===== config.mk =====
export PLATFORM = sky130hd
export DESIGN_NAME = reg_bank_arbiter
export DESIGN_NICKNAME = d
export VERILOG_FILES = /design/src/rtl/reg_bank_arbiter.sv
export SDC_FILE = /design/constraint.sdc
export NUM_CORES = 1
export LEC_CHECK = 0
export CAP_MARGIN = 10
export CORE_MARGIN = 1.5
export CORE_UTILIZATION = 45
export CTS_CLUSTER_SIZE = 20
export DETAILED_ROUTE_END_ITERATION = 10
export HOLD_SLACK_MARGIN = 0.15
export PLACE_DENSITY_LB_ADDON = 0.05
export REMOVE_ABC_BUFFERS = 1
export SLEW_MARGIN = 15
export SYNTH_ARGS = -nofsm -noshare
export SYNTH_HDL_FRONTEND = slang
export SYNTH_SLANG_ARGS = --single-unit

===== constraint.sdc =====
create_clock -name clock -period 6.64 [get_ports clock]
set_input_delay 0.996 -clock clock [delete_from_list [all_inputs] [get_ports clock]]
set_output_delay 0.996 -clock clock [all_outputs]
set_load 0.01 [all_outputs]

===== src/rtl/reg_bank_arbiter.sv =====
// Register bank shared by two requesters (serial-bus slave A, parallel-load B).
// A round-robin arbiter grants one access per grant cycle and counts contention.
module reg_bank_arbiter #(
  parameter int REGCOUNT = 20,
  parameter int SAT_MAX  = 255
) (
  input  logic                  clock,
  input  logic                  reset,
  input  logic                  a_req,
  input  logic                  a_we,
  input  logic [4:0]            a_addr,
  input  logic [7:0]            a_wdata,
  output logic                  a_gnt,
  output logic                  a_rvalid,
  output logic [7:0]            a_rdata,
  input  logic                  b_req,
  input  logic                  b_we,
  input  logic [4:0]            b_addr,
  input  logic [7:0]            b_wdata,
  output logic                  b_gnt,
  output logic                  b_rvalid,
  output logic [7:0]            b_rdata,
  output logic                  addr_err,
  output logic [7:0]            contention_cnt,
  output logic [8*REGCOUNT-1:0] registers_packed
);

  // state  | meaning
  // IDLE   | no access in flight; arbitrate pending requests
  // SERV_A | A granted; its access completes at the edge leaving this state
  // SERV_B | B granted; its access completes at the edge leaving this state
  typedef enum logic [1:0] {IDLE, SERV_A, SERV_B} state_t;

  localparam logic [5:0] REGCOUNT_L = 6'(REGCOUNT);
  localparam logic [7:0] SAT_MAX_L  = 8'(SAT_MAX);

  state_t     state_q, state_d;
  logic       last_b_q, last_b_d;   // 1: B serviced last, so A wins the next tie
  logic [7:0] cnt_q, cnt_d;
  logic [7:0] regs_q [REGCOUNT];
  logic [7:0] regs_d [REGCOUNT];
  logic [7:0] a_rdata_q, a_rdata_d, b_rdata_q, b_rdata_d;
  logic       a_rvalid_q, a_rvalid_d, b_rvalid_q, b_rvalid_d;
  logic       addr_err_q, addr_err_d;

  logic       sel_b, sel_we, addr_ok;
  logic [4:0] sel_addr;
  logic [7:0] sel_wdata, rd_val;

  // Next-state, arbitration and access completion for the granted requester
  always_comb begin
    state_d    = state_q;
    last_b_d   = last_b_q;
    cnt_d      = cnt_q;
    regs_d     = regs_q;
    a_rdata_d  = a_rdata_q;
    b_rdata_d  = b_rdata_q;
    a_rvalid_d = 1'b0;
    b_rvalid_d = 1'b0;
    addr_err_d = 1'b0;

    sel_b     = (state_q == SERV_B);
    sel_we    = sel_b ? b_we    : a_we;
    sel_addr  = sel_b ? b_addr  : a_addr;
    sel_wdata = sel_b ? b_wdata : a_wdata;
    addr_ok   = ({1'b0, sel_addr} < REGCOUNT_L);
    rd_val    = addr_ok ? regs_q[sel_addr] : 8'h00;

    case (state_q)
      IDLE: begin
        if (a_req && b_req) begin
          state_d = last_b_q ? SERV_A : SERV_B;
          if (cnt_q < SAT_MAX_L) cnt_d = cnt_q + 8'd1;
        end else if (a_req) begin
          state_d = SERV_A;
        end else if (b_req) begin
          state_d = SERV_B;
        end
      end
      SERV_A, SERV_B: begin
        state_d    = IDLE;
        last_b_d   = sel_b;
        addr_err_d = !addr_ok;
        if (sel_we) begin
          if (addr_ok) regs_d[sel_addr] = sel_wdata;
        end else if (sel_b) begin
          b_rvalid_d = 1'b1;
          b_rdata_d  = rd_val;
        end else begin
          a_rvalid_d = 1'b1;
          a_rdata_d  = rd_val;
        end
      end
      default: state_d = IDLE;
    endcase
  end

  // State and bank registers; reset aborts any access in flight
  always_ff @(posedge clock or posedge reset) begin
    if (reset) begin
      state_q    <= IDLE;
      last_b_q   <= 1'b1;
      cnt_q      <= 8'h00;
      a_rdata_q  <= 8'h00;
      b_rdata_q  <= 8'h00;
      a_rvalid_q <= 1'b0;
      b_rvalid_q <= 1'b0;
      addr_err_q <= 1'b0;
      for (int i = 0; i < REGCOUNT; i++) regs_q[i] <= 8'h00;
    end else begin
      state_q    <= state_d;
      last_b_q   <= last_b_d;
      cnt_q      <= cnt_d;
      a_rdata_q  <= a_rdata_d;
      b_rdata_q  <= b_rdata_d;
      a_rvalid_q <= a_rvalid_d;
      b_rvalid_q <= b_rvalid_d;
      addr_err_q <= addr_err_d;
      regs_q     <= regs_d;
    end
  end

  assign a_gnt          = (state_q == SERV_A);
  assign b_gnt          = (state_q == SERV_B);
  assign a_rvalid       = a_rvalid_q;
  assign b_rvalid       = b_rvalid_q;
  assign a_rdata        = a_rdata_q;
  assign b_rdata        = b_rdata_q;
  assign addr_err       = addr_err_q;
  assign contention_cnt = cnt_q;

  // Flatten the bank so register i sits on bits [8i+7:8i]
  for (genvar g = 0; g < REGCOUNT; g++) begin : g_pack
    assign registers_packed[8*g +: 8] = regs_q[g];
  end

endmodule

==> results.py, run 1 <==
metrics = {
    "status": {
        "outcome": "complete, no violations",
    },
    "clock_network": {
        "cts_setup_buffers": 0,
        "post_cts_resized": 0,
        "root_buffer": "clkbuf_16",
        "clkLatencyLatePin_ns": 0.43,
        "cts_tree": "yes",
        "cts_num_sinks": 190,
        "clkTransAtPathRegs_ns": 0.07,
        "holdBufCountCts": 0,
        "cts_max_path_buffers": 2,
        "cts-htree-levels": 4,
        "cts_buffers": 17,
    },
    "worst_setup_path": {
        "r2r_setup_slack_ns": 2.84,
        "worstPathRequired_ns": 6.98,
        "cp.arrival_ns": 4.26,
        "worst-path-buf-inv": 2,
        "critical_path_class": "input port to register",
        "cpLargestDelayFamily": "compound AO/OA/AOI/OAI gates",
        "r2r_end": "registers_packed[78]",
        "worstReg2RegStart": "state_q[0]",
        "max_stage_delay_ns": 0.78,
        "start_kind": "input port",
        "r2r_cells": 8,
        "slowest_stage": "or3b_1",
        "crit_fanout": 18,
        "worst_setup_path_end_kind": "register",
        "cp_cell_sequence": "clkdlybuf4s50_1, or3b_1, buf_4, a21oi_1, o41ai_1, o21ai_0, o31ai_1",
    },
    "pwr": {
        "max-vdd-ir-drop_mv": 0.2207,
        "leakage_nw": 5.211,
        "p_per_area_mw_per_mm2": 517.5,
    },
    "final_layout": {
        "fin_area_mm2": 0.01219,
        "nets": 1162,
        "drive_above_1_share": 0.1028,
        "syn_to_final_growth_pct": 29.68,
        "nFillCells": 1782,
        "instances_no_fill": 1408,
        "diodes": 0,
    },
    "global_route": {
        "grt_pass1_vias": 7633,
        "grt_max_degree": 88,
        "grt-ovfl-total": 0,
        "track_usage": 0.2893,
        "grt_first_pass_wirelength_um": 47220,
        "grt_antenna_before_repair": 0,
    },
    "hold_path": {
        "whs_endpoint": "b_rdata[5]",
        "hold_path.class": "register to register",
        "whs_path_depth": 2,
        "min-delay-start": "b_rdata[5]",
    },
    "sta": {
        "tightest_slew_ns": 1.096,
        "slew_viol_final": 0,
        "setup_viol": 0,
        "relSlewSlack": 0.2534,
        "maxClockFrequency_ghz": 0.2546,
        "finClkSkew_ns": 0.008784,
        "period_needed_ns": 3.927,
        "hold_viol_final": 0,
        "hold_ws_ns": 0.4808,
        "fin_setup_tns_ns": 0,
        "rsz0062_at_grt": "false",
        "fin_crit_sh": 0.5915,
    },
    "floorplanning": {
        "ios": 221,
        "die_h_um": 147.5,
        "initial_core_util": 0.4617,
        "fp.dieW_um": 147.5,
        "coreArea_mm2": 0.02036,
        "die-area_mm2": 0.02177,
        "placement_rows": 52,
    },
    "yosys": {
        "ys_ff_latch": 190,
        "synthCells": 956,
        "synthArstFlopShare": 1.000,
        "yosys.area.top_type": "dfrtp_1",
        "avgSynthCellArea_um2": 9.834,
        "synth-edff-count": 0,
        "synth_common_cells": "a21oi_1 (260), dfrtp_1 (189), nor2_1 (165), nand2_1 (38), clkbuf_1 (29)",
        "ys_seq_area_frac": 0.5059,
        "ys_types": 59,
        "synthesis.area_mm2": 0.009402,
        "synth_top_flop_cell": "dfrtp_1",
        "synth.most_common_cell": "a21oi_1",
        "yosysTopAreaCellShare": 0.5031,
        "yosysWarningCount": 0,
        "netlist_top_cells_area": "dfrtp_1 (50%), a21oi_1 (14%), nor2_1 (6.6%)",
    },
    "placement": {
        "io_buffer_count": 220,
        "dpl-instance-area_mm2": 0.01159,
        "place_congestion": 0.8260,
        "hpwl_um": 21150,
        "dp_cells": 1377,
    },
    "detailed_routing": {
        "ant_nets": 0,
        "drt-initial-drc-count": 738,
        "via_per_inst": 5.789,
        "wl_per_cell_um": 21.98,
        "wl_um": 30950,
        "route.vias.total": 8151,
        "drc_errors": 0,
        "dr.pass1.iters": 7,
    },
    "flow_run": {
        "max_cap_violations": 0,
    },
}
per-stage QoR:
stage	util	setup slack (ns)	total power (W)
5_1_grt	0.5987	2.502	0.006669
3_5_place_dp	0.5690	2.373	0.005240
4_1_cts	0.5987	2.809	0.006312
2_1_floorplan	-	0.4752	0.003524
3_3_place_gp	0.5690	2.429	0.005203
6_report	0.5987	2.713	0.006310
final cells by class:
cell class	instances	area (um^2)	area share
sequential	190	4756	0.3901
multi-input combinational	672	4133	0.3390
timing repair buffer	236	2322	0.1905
clock buffer	19	442.9	0.03633
tap	270	337.8	0.02771
clock inverter	12	161.4	0.01324
inverter	9	38.79	0.003181
sequential cells by signal, summed over array words and instances (netlist names):
name and cells:
a_rdata 8, a_rvalid 1, addr_err 1, b_rdata 8
b_rvalid 1, contention_cnt 8, last_b_q 1, registers_packed 160
state_q 2
cells by family (layout without fill, tap and decap cells):
kind of cell | after synthesis | in the layout | share of synthesized area
AO/OA/AOI/OAI | 371 | 371 | 0.2393
XOR/XNOR | 7 | 7 | 0.006521
adder cells (fa/ha/maj) | 4 | 4 | 0.005324
buffers and inverters | 94 | 276 | 0.06295
flip-flops | 190 | 190 | 0.5059
multiplexers | 18 | 18 | 0.02169
AND/OR/NAND/NOR | 272 | 272 | 0.1584
metal layers:
layer / up-vias / routed length (um) / part of all wire / global-route usage
met2: 429 / 14010 / 0.45 / 0.4297
met1: 3946 / 13530 / 0.44 / 0.4286
li1: 3736 / - / - / -
met5: - / 0 / 0 / 0
met4: 0 / 668 / 0.022 / 0.08900
met3: 40 / 2745 / 0.089 / 0.05432
worst max-delay path by stage:
| stage | start | endpoint | cells past startpoint |
|---|---|---|---|
| 6_report | a_addr[1] | b_rdata[3] | 7 |
| 5_1_grt | b_addr[0] | registers_packed[153] | 7 |
| 4_1_cts | b_addr[0] | registers_packed[145] | 7 |
| 3_5_place_dp | b_addr[0] | registers_packed[150] | 6 |
| 3_3_place_gp | b_addr[0] | registers_packed[147] | 6 |
| 2_1_floorplan | reset | a_rdata[0] | 1 |
power by group:
part	total (W)	internal (W)	leakage (nW)	switching [W]
logic	0.00299	0.00150	2.39	0.00150
clock network	0.00106	0.000605	0.291	0.000457
registers	0.00226	0.00170	2.53	0.000556
layout by cell type (no fill, tap or decap), types with 4 or more instances in the layout:
cell | Yosys | final
clkdlybuf4s50_1 | 0 | 220
and2_1 | 9 | 9
or3b_1 | 5 | 5
a22o_1 | 5 | 5
xnor2_1 | 4 | 4
a21o_1 | 6 | 6
nand3b_1 | 7 | 7
nand2_1 | 38 | 38
mux2i_4 | 1 | 6
o31ai_1 | 16 | 16
nor3b_4 | 10 | 10
o41ai_1 | 27 | 27
o2bb2ai_1 | 4 | 4
nand3_1 | 5 | 5
a21oi_2 | 28 | 28
nor4_4 | 8 | 8
nor2_1 | 165 | 164
buf_4 | 4 | 16
inv_1 | 9 | 8
mux2_2 | 5 | 5
clkbuf_16 | 0 | 17
nor2b_1 | 5 | 5
a222oi_1 | 4 | 4
dfrtp_1 | 189 | 189
a21oi_1 | 260 | 260
nand4_1 | 4 | 4
worst reg2reg max path: cells and delay by family, from the launching register on:
kind	cells	cell delay [ns]
multiplexers	1	0.57
adder cells (fa/ha/maj)	1	0.34
AND/OR/NAND/NOR	1	0.86
buffers and inverters	3	0.94
flip-flops	1	0.40
AO/OA/AOI/OAI	2	0.53
(Power assumes the default switching activity.)
==> run 2: changes to the inputs <==
clock period = 3.45 ns   (was 6.64 ns; I/O delays follow)
==> run 2 against run 1 <==
  * Design area rose by 2.8%
  * Clock-buffer cell count fell by 2
  * First-iteration DRC count fell by 16%
  * Routed wire length rose by 1.8%
  * Sequential power rose by 92%
  * Combinational power rose by 96%
  * Die area did not move
  * Core utilization rose by 1.7 points
  * Critical path type is now register to register
==> results.py, run 2 (synthesized netlist as in run 1, its figures left out) <==
metrics = {
    "sta": {
        "period_needed_ns": 3.093,
        "fin_crit_sh": 0.8966,
        "relSlewSlack": 0.3223,
        "hold_viol_final": 0,
        "rsz0062_at_grt": "false",
        "setup_viol": 0,
        "finClkSkew_ns": 0.01117,
        "maxClockFrequency_ghz": 0.3233,
        "tightest_slew_ns": 1.015,
        "slew_viol_final": 0,
    },
    "worst_setup_path": {
        "worstPathRequired_ns": 3.79,
        "slowest_stage": "o41ai_1",
        "start_kind": "register",
        "crit_fanout": 21,
        "critical_path_class": "register to register",
        "max_stage_delay_ns": 0.68,
        "cp.arrival_ns": 3.44,
        "cp_cell_sequence": "inv_1, ha_2, or3b_1, buf_4, a21oi_1, o41ai_1, o311ai_0, o31ai_1",
        "worst_setup_path_end_kind": "register",
    },
    "detailed_routing": {
        "dr.pass1.iters": 5,
        "ant_nets": 0,
        "drt-initial-drc-count": 620,
        "route.vias.total": 8380,
        "via_per_inst": 5.787,
        "drc_errors": 0,
        "wl_per_cell_um": 21.77,
        "wl_um": 31520,
    },
    "clock_network": {
        "post_cts_resized": 0,
        "cts_num_sinks": 190,
        "holdBufCountCts": 0,
        "cts_buffers": 17,
        "cts-htree-levels": 4,
        "cts_setup_buffers": 0,
        "cts_tree": "yes",
        "clkLatencyLatePin_ns": 0.44,
        "root_buffer": "clkbuf_16",
        "cts_max_path_buffers": 2,
        "clkTransAtPathRegs_ns": 0.07,
    },
    "placement": {
        "place_congestion": 0.8868,
        "hpwl_um": 21790,
        "dpl-instance-area_mm2": 0.01193,
        "io_buffer_count": 220,
    },
    "floorplanning": {
        "die-area_mm2": 0.02177,
        "die_h_um": 147.5,
        "ios": 221,
        "initial_core_util": 0.4617,
        "placement_rows": 52,
        "fp.dieW_um": 147.5,
        "coreArea_mm2": 0.02036,
    },
    "final_layout": {
        "syn_to_final_growth_pct": 33.27,
        "fin_area_mm2": 0.01253,
        "drive_above_1_share": 0.1341,
        "final_cell_mix": "a21oi_1 (260), clkdlybuf4s50_1 (220), dfrtp_1 (189)",
        "layout_commonest_cell": "a21oi_1",
        "nets": 1201,
        "largest_reg_flops": 160,
        "post-route-util": 0.6153,
        "diodes": 0,
    },
    "pwr": {
        "max-vdd-ir-drop_mv": 0.4705,
        "internal_power_w": 0.007284,
        "p_switching_w": 0.004935,
        "leakage_nw": 5.439,
        "p_per_area_mw_per_mm2": 975.2,
        "p_clk_frac": 0.166,
        "swShare": 0.4039,
        "power.share.sequential": 0.354,
        "power_frac_comb": 0.480,
    },
    "global_route": {
        "track_usage": 0.2988,
        "grt_pass1_vias": 8173,
        "grt_antenna_before_repair": 0,
        "grt_max_degree": 70,
        "grt_first_pass_wirelength_um": 49090,
        "grt-ovfl-total": 0,
    },
    "flow_run": {
        "max_cap_violations": 0,
    },
    "hold_path": {
        "hold_path.class": "register to register",
    },
    "status": {
        "outcome": "complete, no violations",
    },
}
[run 2: cell count changes in the layout (fill, tap and decap cells not counted), sizes merged]
| cell | change |
|---|---|
| buf | +39 |
| bufinv | -2 |
| inv | +5 |
| clkbuf | -2 |
[run 2: through the flow]
| step | worst slack [ns] | TNS, ns | cells | hold slack, ns | power, W |
|---|---|---|---|---|---|
| finish | 0.3568 | 0 | 1448 | 0.4822 | 0.01222 |
| global route | 0.1350 | 0 | 1448 | 0.5143 | 0.01293 |
| CTS | 0.3889 | 0 | 1448 | 0.4829 | 0.01223 |
| detailed placement | 0.2494 | 0 | 1416 | 0.4667 | 0.01020 |
| global placement | 0.2709 | 0 | 1416 | 0.4646 | 0.01010 |
| floorplan | -2.236 | -478.67 | 871 | 0.5156 | 0.006782 |
[run 2: power by group through the flow]
stage / Sequential (W) / Clock [W] / Combinational (W)
after floorplan: 0.00452 / 0 / 0.00227
after global placement: 0.00435 / 0 / 0.00575
after global routing: 0.00447 / 0.00213 / 0.00633
after detailed placement: 0.00435 / 0 / 0.00585
after CTS: 0.00432 / 0.00204 / 0.00588
final: 0.00433 / 0.00202 / 0.00587
[run 2: area by class of cell]
type | count | area (um^2)
Tap cell | 270 | 337.8
Inverter | 9 | 38.79
Sequential cell | 190 | 4756
Fill cell | 1750 | 7835
Timing Repair Buffer | 275 | 2703
Clock buffer | 17 | 425.4
Multi-Input combinational cell | 672 | 4098
Clock inverter | 15 | 171.4
[run 2: per-layer routing]
layer / track usage / vias up / part of all wire
li1: - / 3842 / -
met1: 0.4327 / 4055 / 0.45
met2: 0.4451 / 429 / 0.45
met3: 0.06605 / 54 / 0.081
met4: 0.09800 / 0 / 0.025
met5: 0 / - / 0
[run 2: worst paths after layout]
| path | start | endpoint | slack, ns | cells past startpoint |
|---|---|---|---|---|
| setup reg to reg | state_q[0] | a_rdata[0] | 0.36 | 8 |
| hold reg to reg | a_rdata[0] | a_rdata[0] | 0.48 | 2 |
| setup / recovery | state_q[0] | a_rdata[0] | 0.36 | 8 |
| max in group asynchronous | reset | registers_packed[93] | 2.05 | 3 |
| min in group asynchronous | reset | state_q[0] | 0.55 | 2 |
| hold / removal | a_rdata[0] | a_rdata[0] | 0.48 | 2 |
[run 2: critical path, delay by kind of cell (launching register included)]
family / cells / cell delay (ns)
AOI/OAI and AO/OA: 4 / 1.53
adders and majority gates: 1 / 0.48
buffers and inverters: 2 / 0.32
DFF: 1 / 0.40
and+or+nand+nor: 1 / 0.26
==> RTL edit (settings of run 1) <==
Re-encode `state_t` (3 states) as one-hot, 3 bits wide.
--- a/src/rtl/reg_bank_arbiter.sv
+++ b/src/rtl/reg_bank_arbiter.sv
@@ -30,5 +30,5 @@
   // SERV_A | A granted; its access completes at the edge leaving this state
   // SERV_B | B granted; its access completes at the edge leaving this state
-  typedef enum logic [1:0] {IDLE, SERV_A, SERV_B} state_t;
+  typedef enum logic [2:0] {IDLE = 3'b001, SERV_A = 3'b010, SERV_B = 3'b100} state_t;
 
   localparam logic [5:0] REGCOUNT_L = 6'(REGCOUNT);
Function: same outputs for any inputs over 4 cycles, from zero or initial values and one cycle with reset high; so few cycles prove little.
==> RTL edit against run 1 <==
- utilization hardly changed
- wire length is 6.9% higher
- synthesized area is 4.6% higher
- worst setup slack worse by 0.075 ns
- design area is 4.2% higher
- sequential cell count is 1 higher
- highest routed layer unchanged
Power is not compared: it rests on default switching activity, and its combinational part moved more than twofold at a synthesized area within 25%.
==> RTL edit: results (changes against run 1) <==
[status]
status = completed

[worst_setup_path]
crit_arrival_ns = 4.36  ; +0.10 ns
critPathTopFamily = simple AND/OR/NAND/NOR gates
path_max_fanout = 26  ; +8
crit_slowest_cell = or3b_2

[cts]
numCtsBuffers = 17  ; unchanged
cts-resized-gates = 0  ; unchanged
clk_path_buf_depth = 2  ; unchanged
clk_pin_slew_ns = 0.07  ; about the same

[placement]
dp.cells = 1397  ; +1.5%
placed_area_sq_um = 12100  ; +4.5%
hpwlAfterDp_microns = 23000  ; +8.9%
place_ws_ns = 2.43  ; +0.0608 ns
routabilityCongestion = 0.874  ; +5.9%

[sta]
fin_skew_ns = 0.0132  ; +0.00439 ns
timing.slew.headroom_pct = 34.3  ; +9.0 points

[layout]
layout.nets = 1174  ; +1.0%
drive_above_1_share_pct = 10.9  ; +0.64 points
fill_cells = 1831  ; +2.7%
finalNonFillerCells = 1429  ; +1.5%
largest_reg_flops = 160  ; unchanged

[synthesis]
synth_mux_area_share_pct = 14.7  ; +13 points
synth_common_cells = dfrtp_1, nand2_1, nor2_1, a21oi_1, mux2i_1
ys_types = 73  ; +24%
synth_adder_area_share_pct = 0.127  ; -0.41 points
ys.warnings.count = 0  ; unchanged
synth-xor-area-share_pct = 0.624  ; -0.029 points
synthTopCellsByArea = dfrtp_1, mux2i_1, mux4_2
yosysSeqAreaShare_pct = 48.6  ; -1.9 points
avgSynthCellArea_sq_um = 10.2  ; +3.9%
synth_top_flop_cell = dfrtp_1
synth-async-reset-ratio_pct = 100  ; unchanged
synth-compound-area-share_pct = 17.1  ; -6.8 points

[power_and_ir_drop]
leakage_nw = 5.38
p_sw_share_pct = 35.1

[global_route]
grt_pass1_vias = 7917  ; +3.7%
use_met3_pct = 6.75  ; +1.3 points
grt_use_met2_pct = 44.9  ; +1.9 points
grt_antenna_before_repair = 0  ; unchanged
grt_pass1_wl_microns = 49700  ; +5.2%
track_usage_pct = 29.9  ; +0.97 points
grt_use_met1_pct = 43.1  ; +0.27 points
grt_max_degree = 89  ; +1.1%

[route]
viasPerCell = 5.85  ; +1.0%
drtIter0Drc = 754  ; +2.2%
first_pass_iters = 5  ; -2
wl_microns = 33100  ; +6.9%

[worst_hold_path]
min_path_type = reg2reg

-- RTL edit: cell types whose count changed after synthesis, sizes merged, moves of 10 or more --
| cell | change |
|---|---|
| a21oi | -197 |
| nand2 | +97 |
| o21ai | +92 |
| nor2 | -74 |
| mux2i | +69 |
| a211oi | +30 |
| o41ai | -25 |
| mux4 | +24 |
| inv | +16 |
| o31ai | -10 |
-- RTL edit: layer usage --
layer | part of all wire [%] | wire, microns
met1 | 44 | 14600
met2 | 45 | 14900
met3 | 8.4 | 2770
met4 | 2.3 | 767
met5 | 0 | 0
-- RTL edit: cells by family (layout without fill, tap and decap cells) --
group           Yosys count  count (layout)
simple gates            284             284
fa+ha+maj                 1               1
compound gates          269             269
mux                     111             111
flops                   191             191
xor+xnor                  7               7
buf+inv                  99             291
-- RTL edit: area by class of cell --
class / instances / area [sq um] / area share [%]
Multi-Input combinational cell: 672 / 4580 / 36.1
Clock buffer: 17 / 425 / 3.35
Clock inverter: 15 / 176 / 1.39
Inverter: 25 / 98.8 / 0.778
Tap cell: 275 / 344 / 2.71
Timing Repair Buffer: 234 / 2300 / 18.1
Sequential cell: 191 / 4780 / 37.6
-- RTL edit: path summary, 6_finish.rpt --
kind                             from                     to  slack [ns]  depth (start not counted)
setup / recovery           state_q[2]  registers_packed[145]        2.64                          8
hold / removal             b_rdata[3]             b_rdata[3]        0.48                          2
setup reg to reg           state_q[2]  registers_packed[145]        2.64                          8
hold reg to reg            b_rdata[3]             b_rdata[3]        0.48                          2
max in group asynchronous       reset   registers_packed[37]        4.26                          3
min in group asynchronous       reset   registers_packed[63]        1.08                          2
-- RTL edit: power groups by stage --
stage | Clock, mW | Sequential (mW) | Combinational [mW]
global placement | 0 | 1.64 | 1.32
finish | 1.07 | 1.63 | 1.34
global route | 1.13 | 1.66 | 1.44
detailed placement | 0 | 1.64 | 1.33
floorplan | 0 | 1.67 | 0.550
CTS | 1.08 | 1.62 | 1.34
-- RTL edit: tightest hold or removal path, stage by stage (launching register included) --
cell     delay (ns)
dfrtp_1        0.34
nand2_1        0.05
o21ai_0        0.06
